## config.mk

```make
export PLATFORM = sky130hd
export DESIGN_NAME = stream_demux_flat
export DESIGN_NICKNAME = d
export VERILOG_FILES = /design/src/rtl/stream_demux_if.sv /design/src/rtl/stream_demux.sv /design/src/flat_wrapper.sv
export SDC_FILE = /design/constraint.sdc
export NUM_CORES = 1
export LEC_CHECK = 0
export CORE_ASPECT_RATIO = 1.4
export CORE_MARGIN = 1
export CORE_UTILIZATION = 56
export DETAILED_ROUTE_END_ITERATION = 7
export DONT_BUFFER_PORTS = 1
export GPL_ROUTABILITY_DRIVEN = 0
export PLACE_DENSITY = 0.74
export RECOVER_POWER = 50
export SYNTH_ARGS = -nofsm -noshare
export SYNTH_HDL_FRONTEND = slang
export SYNTH_SLANG_ARGS = --single-unit
```

## constraint.sdc

```tcl
create_clock -name clk -period 1.65 [get_ports clk]
set_clock_uncertainty 0.05 [all_clocks]
set_input_delay 0.33 -clock clk [delete_from_list [all_inputs] [get_ports clk]]
set_output_delay 0.33 -clock clk [all_outputs]
set_load 0.01 [all_outputs]
```

## src/rtl/stream_demux_if.sv

```systemverilog
// rtl/stream_demux_if.sv - handshake bundle for the 1:2 stream demultiplexer
interface stream_demux_if #(
  parameter int WIDTH = 32
);
  logic             in_valid;
  logic             in_ready;
  logic [WIDTH-1:0] in_data;
  logic             in_sel;
  logic             in_last;
  logic             out0_valid;
  logic             out0_ready;
  logic [WIDTH-1:0] out0_data;
  logic             out0_last;
  logic             out1_valid;
  logic             out1_ready;
  logic [WIDTH-1:0] out1_data;
  logic             out1_last;

  // Producer of input words and consumer of both outputs
  modport master (
    output in_valid, in_data, in_sel, in_last, out0_ready, out1_ready,
    input  in_ready, out0_valid, out0_data, out0_last,
    input  out1_valid, out1_data, out1_last
  );

  // The demux itself
  modport slave (
    input  in_valid, in_data, in_sel, in_last, out0_ready, out1_ready,
    output in_ready, out0_valid, out0_data, out0_last,
    output out1_valid, out1_data, out1_last
  );
endinterface

```

## src/rtl/stream_demux.sv

```systemverilog
// rtl/stream_demux.sv - packet-aware 1:2 stream demultiplexer with beat counters
module stream_demux #(
  parameter int WIDTH = 32,
  parameter int CNT_W = 16
) (
  input  logic             clk,
  input  logic             rst_n,
  stream_demux_if.slave    s,
  output logic [CNT_W-1:0] cnt0,
  output logic [CNT_W-1:0] cnt1,
  output logic             busy
);

  typedef enum logic [1:0] {
    IDLE  = 2'd0,
    LOCK0 = 2'd1,
    LOCK1 = 2'd2
  } state_t;

  localparam logic [CNT_W-1:0] CNT_ONE = {{(CNT_W-1){1'b0}}, 1'b1};

  state_t           state;
  state_t           state_nxt;
  logic             tgt;
  logic             slot0_free;
  logic             slot1_free;
  logic             accept;
  logic             load0;
  logic             load1;
  logic             out0_valid_q;
  logic             out1_valid_q;
  logic [WIDTH-1:0] out0_data_q;
  logic [WIDTH-1:0] out1_data_q;
  logic             out0_last_q;
  logic             out1_last_q;

  // A slot may drain and refill in the same cycle, so a held word whose
  // consumer is ready counts as free.
  assign slot0_free = !out0_valid_q || s.out0_ready;
  assign slot1_free = !out1_valid_q || s.out1_ready;

  // Route selection and input handshake; in_sel only matters between packets
  always_comb begin
    tgt       = 1'b0;
    state_nxt = state;
    case (state)
      IDLE:    tgt = s.in_sel;
      LOCK0:   tgt = 1'b0;
      LOCK1:   tgt = 1'b1;
      default: tgt = 1'b0;
    endcase
    s.in_ready = tgt ? slot1_free : slot0_free;
    accept     = s.in_valid && s.in_ready;
    load0      = accept && !tgt;
    load1      = accept && tgt;
    if (accept) begin
      if (s.in_last) begin
        state_nxt = IDLE;
      end else if (state == IDLE) begin
        state_nxt = s.in_sel ? LOCK1 : LOCK0;
      end
    end
  end

  // Packet lock state register
  always_ff @(posedge clk or negedge rst_n) begin
    if (!rst_n) begin
      state <= IDLE;
    end else begin
      state <= state_nxt;
    end
  end

  // Output 0 stage: load on accept, clear valid on handshake, otherwise hold
  always_ff @(posedge clk or negedge rst_n) begin
    if (!rst_n) begin
      out0_valid_q <= 1'b0;
      out0_data_q  <= '0;
      out0_last_q  <= 1'b0;
    end else if (load0) begin
      out0_valid_q <= 1'b1;
      out0_data_q  <= s.in_data;
      out0_last_q  <= s.in_last;
    end else if (s.out0_ready) begin
      out0_valid_q <= 1'b0;
    end
  end

  // Output 1 stage: load on accept, clear valid on handshake, otherwise hold
  always_ff @(posedge clk or negedge rst_n) begin
    if (!rst_n) begin
      out1_valid_q <= 1'b0;
      out1_data_q  <= '0;
      out1_last_q  <= 1'b0;
    end else if (load1) begin
      out1_valid_q <= 1'b1;
      out1_data_q  <= s.in_data;
      out1_last_q  <= s.in_last;
    end else if (s.out1_ready) begin
      out1_valid_q <= 1'b0;
    end
  end

  // Delivered-beat counters; natural wrap at 2^CNT_W
  always_ff @(posedge clk or negedge rst_n) begin
    if (!rst_n) begin
      cnt0 <= '0;
      cnt1 <= '0;
    end else begin
      if (out0_valid_q && s.out0_ready) cnt0 <= cnt0 + CNT_ONE;
      if (out1_valid_q && s.out1_ready) cnt1 <= cnt1 + CNT_ONE;
    end
  end

  assign s.out0_valid = out0_valid_q;
  assign s.out0_data  = out0_data_q;
  assign s.out0_last  = out0_last_q;
  assign s.out1_valid = out1_valid_q;
  assign s.out1_data  = out1_data_q;
  assign s.out1_last  = out1_last_q;
  assign busy         = (state != IDLE) || out0_valid_q || out1_valid_q;

endmodule

```

## src/flat_wrapper.sv

```systemverilog
// flat-port wrapper written by rule: the top's interface ports become plain ports
module stream_demux_flat 
#(
  parameter int WIDTH = 32,
  parameter int CNT_W = 16
)
  (clk, rst_n, cnt0, cnt1, busy, s_in_valid, s_in_data, s_in_sel, s_in_last, s_out0_ready, s_out1_ready, s_in_ready, s_out0_valid, s_out0_data, s_out0_last, s_out1_valid, s_out1_data, s_out1_last);
  stream_demux_if #(.WIDTH(WIDTH)) s_i ();
  input  logic clk;
  input  logic rst_n;
  output logic [CNT_W-1:0] cnt0;
  output logic [CNT_W-1:0] cnt1;
  output logic busy;
  input wire logic [$bits(s_i.in_valid)-1:0] s_in_valid;
  input wire logic [$bits(s_i.in_data)-1:0] s_in_data;
  input wire logic [$bits(s_i.in_sel)-1:0] s_in_sel;
  input wire logic [$bits(s_i.in_last)-1:0] s_in_last;
  input wire logic [$bits(s_i.out0_ready)-1:0] s_out0_ready;
  input wire logic [$bits(s_i.out1_ready)-1:0] s_out1_ready;
  output wire logic [$bits(s_i.in_ready)-1:0] s_in_ready;
  output wire logic [$bits(s_i.out0_valid)-1:0] s_out0_valid;
  output wire logic [$bits(s_i.out0_data)-1:0] s_out0_data;
  output wire logic [$bits(s_i.out0_last)-1:0] s_out0_last;
  output wire logic [$bits(s_i.out1_valid)-1:0] s_out1_valid;
  output wire logic [$bits(s_i.out1_data)-1:0] s_out1_data;
  output wire logic [$bits(s_i.out1_last)-1:0] s_out1_last;
  assign s_i.in_valid = s_in_valid;
  assign s_i.in_data = s_in_data;
  assign s_i.in_sel = s_in_sel;
  assign s_i.in_last = s_in_last;
  assign s_i.out0_ready = s_out0_ready;
  assign s_i.out1_ready = s_out1_ready;
  assign s_in_ready = s_i.in_ready;
  assign s_out0_valid = s_i.out0_valid;
  assign s_out0_data = s_i.out0_data;
  assign s_out0_last = s_i.out0_last;
  assign s_out1_valid = s_i.out1_valid;
  assign s_out1_data = s_i.out1_data;
  assign s_out1_last = s_i.out1_last;
  stream_demux #(.WIDTH(WIDTH), .CNT_W(CNT_W)) u_core (.clk(clk), .rst_n(rst_n), .s(s_i), .cnt0(cnt0), .cnt1(cnt1), .busy(busy));
endmodule
```

==> impl_metrics.json <==
{
  "wl_per_cell_um": 19.0,
  "synth_cells": 275,
  "htreeDepth": 3,
  "path_buf_inv": 1,
  "slew_violations": 0,
  "r2r_end": "u_core.s.out1_data[8]$_DFFE_PN0P_",
  "drtIter0Drc": 94,
  "wirelength_mm": 7.62,
  "cp_top_family": "simple AND/OR/NAND/NOR gates",
  "finalNetCount": 342,
  "outcome": "finished with violations",
  "finalPower_uw": 8590,
  "ir_drop_mv": 1.11,
  "initial_core_util": 0.573,
  "path_clk_slew_ns": 0.09,
  "min_period_over_period": 1.09,
  "antenna_found_initial": 0,
  "finalCriticalPeriod_ns": 1.80,
  "p_per_area_nw_per_um2": 1840,
  "fmax_ghz": 0.556,
  "cts_tree": "yes",
  "critPathMaxStageDelay_ns": 0.56,
  "rsz0062_at_grt": "true",
  "clock_sinks": 102,
  "hold_viol": 102,
  "yosysMostFrequentCell": "dfrtp_1",
  "die_height_um": 104,
  "grt_max_degree": 103,
  "reg2reg_from": "u_core.s.out1_valid$_DFFE_PN0P_",
  "crit_path_end": "busy",
  "cts_root_buffer": "clkbuf_8",
  "grt_pass1_vias": 2437,
  "ys_top_cells_by_count": "dfrtp_1, mux2_2, mux2_4",
  "drtAntennaViolNets": 0,
  "design_area_um2": 4650,
  "r2r_slack_ns": 0.08,
  "syn2layout_area_growth_pct": 11.0,
  "worst_slack_ns": -0.150,
  "syn-cell-area_um2": 4190,
  "cts.path.max_buffers": 2,
  "worstSetupEndpointType": "output port",
  "relSlewSlack": 0.825,
  "crit_chain": "buf_6, or4_4",
  "drv_cap": 0,
  "synthTopCellsByArea": "dfrtp_1, mux2_2, mux2_4",
  "tns_ns": -0.273,
  "path_class": "reg2out",
  "yosys_warnings": 0,
  "ys_async_sr_fraction": 1.00,
  "ys_seq_elements": 102,
  "cts_made_buffers": 9,
  "synth_flop_cell": "dfrtp_1",
  "first_pass_iters": 6,
  "hold_path.class": "in2async",
  "synth_edf_count": 0,
  "num-fill-cells": 578,
  "cp.arrival_ns": 1.42,
  "power_leakage_uw": 0.00217,
  "avgSynthCellArea_um2": 15.2,
  "place_area_um2": 4410,
  "antenna_cells": 0,
  "worstSkewPairLatency_ns": 0.35,
  "design.die.area_um2": 7840,
  "grt_pass1_wl_mm": 11.8,
  "rows": 37,
  "whs_ns": -0.390,
  "crit_cells": 2,
  "vias": 2259,
  "setup_viol": 2,
  "vias_per_cell": 5.63,
  "dp_hpwl_mm": 5.39,
  "grt.total_usage": 0.206,
  "overflow": 0,
  "yosysSeqAreaShare": 0.609,
  "port_buffers": 0,
  "critPathMaxFanout": 3,
  "drive_gt1_frac": 0.375,
  "synth_nets": 316,
  "reg2reg_depth": 5,
  "drc": 0,
  "ys_types": 34,
  "synth_top_cell_by_area": "dfrtp_1",
  "start_kind": "flip-flop",
  "die_x_um": 75.1,
  "cp_slowest_cell": "or4_4",
  "required_ns": 1.27,
  "startpoint": "u_core.state[0]$_DFFE_PN0P_",
  "violations": "hold timing, setup timing",
  "synth_top_area_share": 0.609,
  "io_pins": 141,
  "tightestPinTransition_ns": 0.263,
  "placeableCoreArea_um2": 7310
}
==> power by group <==
group / internal [µW] / total [µW] / switching, µW
combinational: 1540 / 2370 / 827
sequential: 3500 / 4700 / 1200
clock: 770 / 1510 / 743
==> area by class of cell <==
cell class                 instances  area [µm²]  area share
multi-input combinational        161        1540       0.331
timing repair buffer              25         241      0.0519
tap                               97         121      0.0261
inverter                           2        7.51     0.00161
clock buffer                      13         159      0.0341
clock inverter                     1        30.0     0.00645
sequential                       102        2550       0.548
==> repair_timing <==
item                                   in CTS  in global routing
setup buffers                               1                  1
gates cloned                                0                  1
pin swaps                                   1                  2
endpoints found under the hold margin     102                102
setup endpoints to repair                   2                 27
resized for setup                           5                  3
==> flip-flops by register name (all words and copies together) (netlist names) <==
| name | count |
|---|---|
| u_core.s.out0_valid | 1 |
| u_core.s.out0_data | 32 |
| u_core.s.out1_data | 32 |
| u_core.s.out1_last | 1 |
| u_core.cnt0 | 16 |
| u_core.s.out0_last | 1 |
| u_core.cnt1 | 16 |
| u_core.s.out1_valid | 1 |
| u_core.state | 2 |
==> cell usage in the layout, fill, tap and decap left out, types with 7 or more instances in the layout <==
master	instances
buf_4	17
nand2_1	12
xor2_1	8
xnor2_1	22
nand3_1	11
mux2_2	39
clkbuf_8	11
nand4_1	7
dfrtp_1	102
mux2_4	30
==> cell families (layout without fill, tap and decap cells) <==
family | after synthesis | after routing | synth area share
simple gates | 54 | 54 | 0.0740
buf+inv | 12 | 41 | 0.0251
flops | 102 | 102 | 0.609
compound gates | 6 | 6 | 0.0119
mux | 69 | 69 | 0.211
fa+ha+maj | 2 | 2 | 0.00597
xor+xnor | 30 | 30 | 0.0627
==> metal layers <==
metal  vias to the layer above  routed length [µm]  GRT usage
met5                         -                   0          0
met4                         0                 215      0.121
met3                        16                 645     0.0610
met2                       100                3930      0.335
met1                      1133                2830      0.232
li1                       1010                   -          -
==> per-stage QoR <==
stage / setup WS [ns] / util / instances
finish: -0.150 / 0.636 / 401
CTS: -0.194 / 0.631 / 399
global route: -0.211 / 0.636 / 401
floorplan: 0.0834 / - / 275
global placement: 0.0802 / 0.602 / 384
detailed placement: 0.0192 / 0.602 / 384
==> worst min-delay path by stage <==
stage                                  endpoint  start  depth (start not counted)
detailed placement  u_core.cnt0[15]$_DFFE_PN0P_  rst_n                          0
finish              u_core.cnt0[10]$_DFFE_PN0P_  rst_n                          0
floorplan            u_core.cnt0[0]$_DFFE_PN0P_  rst_n                          0
global route        u_core.cnt0[13]$_DFFE_PN0P_  rst_n                          0
CTS                 u_core.cnt0[10]$_DFFE_PN0P_  rst_n                          0
global placement     u_core.cnt0[6]$_DFFE_PN0P_  rst_n                          0
No activity file was read; power rests on OpenSTA's default activity.
